===== src/rtl/fifo_drain_ctrl.sv =====
// fifo_drain_ctrl
// Pops one word at a time from an external FIFO and streams it out byte by
// byte (LSB first) over a valid/ready byte interface.
//
// Optional feature: define FRAME_HEADER_EN to prefix every word with a
// header byte 8'hA5.
//
// Ports
//   clk          : system clock, rising-edge active
//   rst_n        : asynchronous active-low reset
//   enable       : permission to start a new word (sampled in IDLE and at
//                  the last byte accept only)
//   fifo_empty   : FIFO empty flag
//   fifo_counter : FIFO occupancy, status only
//   fifo_data    : FIFO registered read data, valid the cycle after fifo_rd_en
//   fifo_rd_en   : FIFO read strobe, one pulse per word
//   tx_data      : outgoing byte
//   tx_valid     : tx_data valid
//   tx_ready     : sink accepts the byte when tx_valid && tx_ready
//   busy         : high in every state except IDLE
//   word_count   : words completed since reset (wraps at 2^16)
module fifo_drain_ctrl #(
  parameter int FIFO_WIDTH = 5,
  parameter int BUF_LENGTH = 63,
  parameter int NBYTES     = (BUF_LENGTH + 1) / 8
) (
  input  logic                  clk,
  input  logic                  rst_n,
  input  logic                  enable,
  input  logic                  fifo_empty,
  input  logic [FIFO_WIDTH:0]   fifo_counter,
  input  logic [BUF_LENGTH:0]   fifo_data,
  output logic                  fifo_rd_en,
  output logic [7:0]            tx_data,
  output logic                  tx_valid,
  input  logic                  tx_ready,
  output logic                  busy,
  output logic [15:0]           word_count
);

  localparam int IDX_W = (NBYTES > 1) ? $clog2(NBYTES) : 1;
  localparam logic [IDX_W-1:0] LAST_IDX = IDX_W'(NBYTES - 1);
  localparam logic [7:0] HDR_BYTE = 8'hA5;

`ifdef FRAME_HEADER_EN
  typedef enum logic [2:0] {
    ST_IDLE  = 3'd0,
    ST_RD    = 3'd1,
    ST_LATCH = 3'd2,
    ST_HDR   = 3'd3,
    ST_SEND  = 3'd4
  } state_e;
`else
  typedef enum logic [2:0] {
    ST_IDLE  = 3'd0,
    ST_RD    = 3'd1,
    ST_LATCH = 3'd2,
    ST_SEND  = 3'd4
  } state_e;
`endif

  state_e              state_q, state_d;
  logic [BUF_LENGTH:0] word_q, word_d;
  logic [IDX_W-1:0]    idx_q, idx_d;
  logic [7:0]          tx_data_q, tx_data_d;
  logic                tx_valid_q, tx_valid_d;
  logic                rd_en_q, rd_en_d;
  logic                busy_q, busy_d;
  logic [15:0]         wc_q, wc_d;
  logic                accept_s;
  logic                unused_ok_s;

  // Occupancy is informational only; the empty flag drives all decisions.
  assign unused_ok_s = ^fifo_counter;

  // Byte lane select: lane 0 is bits [7:0].
  function automatic logic [7:0] get_byte(input logic [BUF_LENGTH:0] word,
                                          input logic [IDX_W-1:0]    idx);
    logic [7:0] b;
    b = 8'h00;
    for (int i = 0; i < NBYTES; i++) begin
      b = (IDX_W'(i) == idx) ? word[i*8 +: 8] : b;
    end
    return b;
  endfunction

  assign accept_s = tx_valid_q && tx_ready;

  // Next-state and next-output computation; outputs are derived from the
  // next state so that the registered outputs line up with the state register.
  always_comb begin
    state_d    = state_q;
    word_d     = word_q;
    idx_d      = idx_q;
    tx_data_d  = tx_data_q;
    wc_d       = wc_q;
    rd_en_d    = 1'b0;
    tx_valid_d = 1'b0;
    busy_d     = 1'b0;

    case (state_q)
      ST_IDLE: begin
        if (enable && !fifo_empty) begin
          state_d = ST_RD;
        end else begin
          state_d = ST_IDLE;
        end
      end
      ST_RD: begin
        state_d = ST_LATCH;
      end
      ST_LATCH: begin
        // FIFO read data is valid now, one cycle after the strobe.
        word_d = fifo_data;
        idx_d  = '0;
`ifdef FRAME_HEADER_EN
        state_d   = ST_HDR;
        tx_data_d = HDR_BYTE;
`else
        state_d   = ST_SEND;
        tx_data_d = fifo_data[7:0];
`endif
      end
`ifdef FRAME_HEADER_EN
      ST_HDR: begin
        if (accept_s) begin
          state_d   = ST_SEND;
          tx_data_d = get_byte(word_q, '0);
        end else begin
          state_d = ST_HDR;
        end
      end
`endif
      ST_SEND: begin
        if (accept_s) begin
          if (idx_q == LAST_IDX) begin
            wc_d = wc_q + 16'd1;
            // Enable is only re-evaluated here, so a word is never truncated.
            if (enable && !fifo_empty) begin
              state_d = ST_RD;
            end else begin
              state_d = ST_IDLE;
            end
          end else begin
            idx_d     = idx_q + 1'b1;
            tx_data_d = get_byte(word_q, idx_q + 1'b1);
          end
        end else begin
          state_d = ST_SEND;
        end
      end
      default: begin
        state_d = ST_IDLE;
      end
    endcase

    rd_en_d = (state_d == ST_RD);
`ifdef FRAME_HEADER_EN
    tx_valid_d = (state_d == ST_SEND) || (state_d == ST_HDR);
`else
    tx_valid_d = (state_d == ST_SEND);
`endif
    busy_d = (state_d != ST_IDLE);
  end

  // State and output registers; reset discards any word in flight.
  always_ff @(posedge clk or negedge rst_n) begin
    if (!rst_n) begin
      state_q    <= ST_IDLE;
      word_q     <= '0;
      idx_q      <= '0;
      tx_data_q  <= 8'h00;
      tx_valid_q <= 1'b0;
      rd_en_q    <= 1'b0;
      busy_q     <= 1'b0;
      wc_q       <= 16'd0;
    end else begin
      state_q    <= state_d;
      word_q     <= word_d;
      idx_q      <= idx_d;
      tx_data_q  <= tx_data_d;
      tx_valid_q <= tx_valid_d;
      rd_en_q    <= rd_en_d;
      busy_q     <= busy_d;
      wc_q       <= wc_d;
    end
  end

  assign fifo_rd_en = rd_en_q;
  assign tx_data    = tx_data_q;
  assign tx_valid   = tx_valid_q;
  assign busy       = busy_q;
  assign word_count = wc_q;

endmodule


===== config.mk =====
export PLATFORM = sky130hd
export DESIGN_NAME = fifo_drain_ctrl
export DESIGN_NICKNAME = d
export VERILOG_FILES = /design/src/rtl/fifo_drain_ctrl.sv
export SDC_FILE = /design/constraint.sdc
export NUM_CORES = 1
export LEC_CHECK = 0
export ABC_AREA = 1
export CAP_MARGIN = 40
export CORE_AREA = 2 2 96 98
export DETAILED_ROUTE_END_ITERATION = 8
export DIE_AREA = 0 0 98 100
export GPL_ROUTABILITY_DRIVEN = 0
export GPL_TIMING_DRIVEN = 0
export PLACE_DENSITY = 0.84
export REMOVE_ABC_BUFFERS = 1
export SLEW_MARGIN = 20
export SYNTH_ARGS = -nofsm -noshare
export SYNTH_HDL_FRONTEND = slang
export SYNTH_SLANG_ARGS = --single-unit

===== constraint.sdc =====
create_clock -name clk -period 3 [get_ports clk]
set_input_delay 0.9 -clock clk [delete_from_list [all_inputs] [get_ports clk]]
set_output_delay 0.9 -clock clk [all_outputs]
set_load 0.05 [all_outputs]

==> qor.csv, run 1 <==
stage,metric,value,unit
worst_setup_path,worst-path-max-fanout,14,
detailed_routing,via_per_inst,5.14,
detailed_routing,routedWlPerCell,15.0,um
final_layout,n_antenna_cell,0,
global_route,globalRouteTotalUtil,0.225,
timing,min_period_over_period,0.875,
clocking,cts-resized-gates,0,
detailed_routing,drt_iter0_markers,222,
final_layout,nets,658,
status,status,completed,
final_layout,fin_util,0.672,
worst_setup_path,r2r_slack,380,ps
synth,ys_types,34,
final_layout,syn_to_final_growth,26.6,%
worst_setup_path,crit_slowest_cell,ha_1,
pwr,p_total,4.86,mW
worst_setup_path,path_delay_family,simple AND/OR/NAND/NOR gates,
clocking,clk_latency,380,ps
final_layout,drive_above_1_share,0.184,
detailed_routing,dr_total_vias,3559,
worst_setup_path,ff2ff_path_depth,15,
final_layout,most-common-layout-cells,"97 x dfrtp_1, 94 x clkdlybuf4s50_1, 93 x nand2_1, 58 x mux2_2, 49 x nor2_1",
global_route,antenna_found_initial,0,
synth,yosys_warnings,0,
job,cap_violations,0,
timing,post-route-min-period,2620,ps
pwr,leakage,2.82,nW
placed_design,io_buffers,95,
global_route,grt_max_degree,77,
worst_setup_path,cp_common_cell,nand2_1,
final_layout,register_area,0.00243,mm^2
detailed_routing,dr_wl_met2,5360,um
die,rows,35,
timing,hold_slack,356,ps
detailed_routing,drt_wl_total,10400,um
global_route,grt_pass1_vias,3756,
worst_setup_path,max_stage_delay,620,ps
detailed_routing,firstDrtPassIters,4,
clocking,ctsHoldBuffers,0,
final_layout,final_common_cell,dfrtp_1,
synth,seq_area_frac_synth,0.515,
detailed_routing,highest_layer,met4,
timing,finalHoldViolCount,0,
die,die_h,100,um
timing,fmax,381,MHz
worst_setup_path,worstPathRequired,3260,ps
clocking,cts_sinks,97,
timing,setup_viol,0,
worst_setup_path,endpoint_kind,register,
synth,synthCells,484,
global_route,grt_pass1_wl,17500,um
worst_setup_path,r2r-end,tx_data[6],
die,core_area,0.00889,mm^2
clocking,clock_tree.root_cell,clkbuf_8,
clocking,cts_buffers,9,
worst_setup_path,start_kind,register,
clocking,cts_max_path_buffers,2,
synth,syn_area_per_cell,9.74,um^2
worst_setup_path,crit_path_cell_trace,ha_1 -> ha_1 -> inv_2 -> nand2_1 -> inv_2 -> nand2_1 -> nand2_1 -> inv_1 -> nand2_1 -> nand2_1 -> nand2_1 -> nand2_1 -> nand2_1 -> nand2_1 -> a21oi_1,
final_layout,multi_input_area,0.00204,mm^2
placed_design,hpwl,7680,um
worst_setup_path,critPathBufInv,3,
detailed_routing,wl_met1,4270,um
timing,finalClockSkew,13.1,ps
clocking,cts_tree,done,
detailed_routing,ant_nets,0,
timing,maxSlewViolCount,0,
worst_setup_path,worstSetupPathType,reg -> reg,
synth,synth_seq_cells,97,
die,start_util,0.530,
pwr,powerDensity,814,mW/mm^2
clocking,post_cts.repair.setup_buffers,0,
clocking,clk_pin_slew_worst_paths,100,ps
die,dieArea,0.00980,mm^2
worst_hold_path,min_path_type,in -> async,
global_route,overflow,0,
worst_setup_path,r2r_start,idx_q[0],
die,die_w,98,um
timing,tightestPinTransition,554,ps
die,pin_count,102,
detailed_routing,wl_met3,380,um
clocking,htreeDepth,3,
worst_setup_path,arrival,2880,ps
detailed_routing,drcViolationCount,0,
final_layout,fill_cells,668,
pwr,max-vdd-ir-drop,662,uV
timing,relSlewSlack,0.630,
timing,rsz0062_at_grt,false,
synth,synth_area,0.00472,mm^2
==> Yosys cell counts, drive strengths merged <==
master  count  share of area
nand2      98          0.083
dfrtp      97           0.51
mux2       58           0.14
nor2       55          0.053
inv        44          0.035
nand3      41          0.045
a21oi      26          0.028
buf        14          0.015
or2         8          0.011
xor2        8          0.015
ha          7          0.019
o21ai       7         0.0074
xnor2       7          0.016
clkinv      5         0.0040
nor3        3         0.0066
clkbuf      2         0.0016
nand4       2         0.0058
a211oi      1         0.0016
a31oi       1         0.0013
==> routing by layer <==
layer / up-vias / track usage
met1: 1714 / 0.274
met4: 0 / 0.0929
li1: 1734 / -
met5: - / 0
met2: 84 / 0.393
met3: 27 / 0.0446
==> report_power, final <==
part           internal (mW)  switching [mW]  total [mW]  leakage, nW
registers               1.57           0.165        1.74         1.15
clock network          0.329           0.470       0.798       0.0857
logic                  0.818            1.51        2.32         1.58
total                   2.72            2.14        4.86         2.82
==> metrics by stage <==
stage | setup TNS (ps) | cells | setup WS [ps] | instance area (um^2)
floorplan | -2820 | 468 | -289 | 4640
global placement | -299910 | 674 | -2420 | 5730
detailed placement | 0 | 676 | 378 | 5790
CTS | 0 | 692 | 368 | 5970
global route | 0 | 692 | 124 | 5970
finish | 0 | 692 | 376 | 5970
==> worst max-delay path by stage <==
stage,start,to,slack [ps],cells after the start
after floorplan,state_q[0],idx_q[0],-290,7
after global placement,rst_n,word_count[5],-2420,1
after detailed placement,tx_ready,word_count[15],380,9
after CTS,word_count[2],word_count[2],370,1
after global routing,idx_q[0],tx_data[6],120,12
final,idx_q[0],tx_data[6],380,15
==> final cells by class <==
type | instances | share of cell area
Sequential cell | 97 | 0.407
Timing Repair Buffer | 97 | 0.167
Tap cell | 111 | 0.0233
Clock inverter | 5 | 0.00692
Multi-Input combinational cell | 322 | 0.341
Clock buffer | 11 | 0.0237
Inverter | 49 | 0.0308
==> registers in the layout (all words and copies together), names as in the netlist <==
signal	flops
fifo_rd_en	1
word_count	16
word_q	64
idx_q	3
tx_data	8
state_q	3
tx_valid	1
busy	1
==> cell families (layout without fill, tap and decap cells) <==
logic type,after synthesis,in the layout,synth area share
simple gates,207,207,0.204
compound gates,35,35,0.0379
mux,58,58,0.138
buf+inv,65,162,0.0557
xor+xnor,15,15,0.0310
fa+ha+maj,7,7,0.0186
flops,97,97,0.515
Power figures use the tool's default switching activity.
==> run 2: changes to the inputs <==
--- a/config.mk
+++ b/config.mk
@@ -7,12 +7,11 @@
 export LEC_CHECK = 0
 export ABC_AREA = 1
 export CAP_MARGIN = 40
-export CORE_AREA = 2 2 96 98
+export CORE_AREA = 2 2 101 103
 export DETAILED_ROUTE_END_ITERATION = 8
-export DIE_AREA = 0 0 98 100
-export GPL_ROUTABILITY_DRIVEN = 0
+export DIE_AREA = 0 0 103 105
 export GPL_TIMING_DRIVEN = 0
-export PLACE_DENSITY = 0.84
+export PLACE_DENSITY = 0.77
 export REMOVE_ABC_BUFFERS = 1
 export SLEW_MARGIN = 20
 export SYNTH_ARGS = -nofsm -noshare
==> qor.csv, run 2 (synthesis results as in run 1) <==
stage,metric,value,unit,change
die,dieArea,0.0108,mm^2,+10%
timing,hold_slack,403,ps,+46.9 ps
timing,final.setup.tns,0,ps,unchanged
final_layout,syn_to_final_growth,27.5,%,
detailed_routing,firstDrtPassIters,6,,+2
clocking,post_cts.repair.setup_buffers,0,,unchanged
placed_design,place_congestion,0.851,,
die,rows,36,,+2.9%
final_layout,n_antenna_cell,0,,unchanged
die,pin_count,102,,unchanged
pwr,p_total,4.88,mW,+0.35%
global_route,gr-usage-met2,0.345,,-0.0484
timing,tightestPinTransition,565,ps,+11.3 ps
worst_setup_path,start_kind,register,,
pwr,leakage,2.83,nW,+0.34%
timing,rsz0062_at_grt,false,,
timing,min_period_over_period,0.872,,-0.00249
placed_design,pre_cts_ws,389,ps,+10.8 ps
worst_setup_path,r2r_start,idx_q[0],,
global_route,grt-busiest-layer,met2,,
detailed_routing,drt_iter0_markers,164,,-26%
timing,fin_ws,384,ps,+7.46 ps
clocking,clock_tree.root_cell,clkbuf_8,,
clocking,ctsHoldBuffers,0,,unchanged
clocking,clk_latency,350,ps,-30 ps
worst_hold_path,min_path_type,in -> async,,
die,core_area,0.00964,mm^2,+8.4%
detailed_routing,routedWlPerCell,14.4,um,-4.0%
pwr,max-vdd-ir-drop,508,uV,-23%
die,die_h,105,um,+5.0%
detailed_routing,ant_nets,0,,unchanged
clocking,cts_max_path_buffers,2,,unchanged
final_layout,most-common-layout-cells,"97 x dfrtp_1, 94 x clkdlybuf4s50_1, 93 x nand2_1, 58 x mux2_2, 49 x nor2_1",,
timing,post-route-min-period,2620,ps,-7.46 ps
clocking,htreeDepth,3,,unchanged
global_route,grtUsageMet1,0.262,,-0.0120
final_layout,fin_util,0.624,,-0.0479
final_layout,final_common_cell,dfrtp_1,,
detailed_routing,drcViolationCount,0,,unchanged
global_route,overflow,0,,unchanged
worst_setup_path,worstPathRequired,3280,ps,+20 ps
clocking,cts-resized-gates,0,,unchanged
timing,setup_viol,0,,unchanged
global_route,grt_pass1_wl,17400,um,-0.36%
pwr,powerDensity,811,mW/mm^2,-0.34%
global_route,grt_max_degree,70,,-9.1%
detailed_routing,drt_wl_total,10300,um,-0.99%
clocking,cts_buffers,9,,unchanged
status,status,completed,,
timing,relSlewSlack,0.622,,-0.00753
timing,maxSlewViolCount,0,,unchanged
global_route,globalRouteTotalUtil,0.206,,-0.0191
timing,finalClockSkew,7.94,ps,-5.15 ps
global_route,grt_pass1_vias,3690,,-1.8%
detailed_routing,dr_total_vias,3566,,+0.20%
job,cap_violations,0,,unchanged
clocking,cts_tree,done,,
worst_setup_path,worstSetupPathType,reg -> reg,,
worst_setup_path,endpoint_kind,register,,
final_layout,fill_cells,825,,+24%
final_layout,largest_reg_flops,64,,unchanged
worst_setup_path,arrival,2900,ps,+20 ps
placed_design,hpwl,7690,um,+0.12%
final_layout,nets,658,,unchanged
worst_setup_path,ff2ff_path_depth,12,,-3
placed_design,io_buffers,95,,unchanged
worst_setup_path,worst-path-max-fanout,14,,unchanged
die,start_util,0.489,,-0.0412
final_layout,top_register,word_q,,
timing,fmax,382,MHz,+0.29%
detailed_routing,via_per_inst,4.99,,-2.9%
final_layout,drive_above_1_share,0.184,,unchanged
worst_setup_path,worstSetupStartpoint,idx_q[0],,
global_route,met3_usage,0.0375,,-0.00711
timing,finalHoldViolCount,0,,unchanged
clocking,cts_sinks,97,,unchanged
die,die_w,103,um,+5.1%
global_route,antenna_found_initial,0,,unchanged
clocking,clk_pin_slew_worst_paths,90,ps,about the same
run 2: worst paths after layout:
| check | endpoint | slack (ps) |
|---|---|---|
| worst min register to register | word_count[15] | 500 |
| min in group clk | word_count[15] | 500 |
| worst min-delay path | word_q[26] | 400 |
| worst max-delay path | tx_data[6] | 380 |
| worst max register to register | tx_data[6] | 380 |
| max in group asynchronous | word_count[7] | 1990 |
run 2: power by group:
| group | switching (mW) | internal, mW |
|---|---|---|
| clock | 0.433 | 0.406 |
| combinational | 1.48 | 0.819 |
| sequential | 0.169 | 1.57 |
run 2: area by class of cell:
| type | instances | area (um^2) | share of cell area |
|---|---|---|---|
| Clock buffer | 11 | 141 | 0.0235 |
| Multi-Input combinational cell | 322 | 2040 | 0.339 |
| Inverter | 49 | 184 | 0.0306 |
| Tap cell | 133 | 166 | 0.0277 |
| Clock inverter | 5 | 55.1 | 0.00916 |
| Timing Repair Buffer | 97 | 1000 | 0.166 |
| Sequential cell | 97 | 2430 | 0.404 |
run 2: through the flow:
step | cells | cell area [um^2]
2_1_floorplan | 468 | 4640
3_3_place_gp | 696 | 5750
3_5_place_dp | 698 | 5820
4_1_cts | 714 | 6010
5_1_grt | 714 | 6010
6_report | 714 | 6010
run 2: critical path, stage by stage, from the launching register on:
cell and delay [ps]:
dfrtp_1 450, ha_1 230, ha_1 620, nand2_1 470, inv_1 230, nand2_1 80, nand2_1 70, inv_1 40
nand2_1 70, nand2_1 50, nand2_1 50, nand2_1 60, a21oi_1 110
run 2: routing by layer:
| metal | vias up | share of wire |
|---|---|---|
| met5 | - | 0 |
| met4 | 0 | 0.016 |
| met3 | 10 | 0.042 |
| met2 | 86 | 0.51 |
| met1 | 1731 | 0.43 |
| li1 | 1739 | - |
==> run 3: changes to the inputs <==
--- a/config.mk
+++ b/config.mk
@@ -8,6 +8,7 @@
 export ABC_AREA = 1
 export CAP_MARGIN = 40
 export CORE_AREA = 2 2 101 103
+export CTS_CLUSTER_SIZE = 24
 export DETAILED_ROUTE_END_ITERATION = 8
 export DIE_AREA = 0 0 103 105
 export GPL_TIMING_DRIVEN = 0
==> results of run 3 <==
No change in the layout: final DEF, timing and power equal those of run 2.
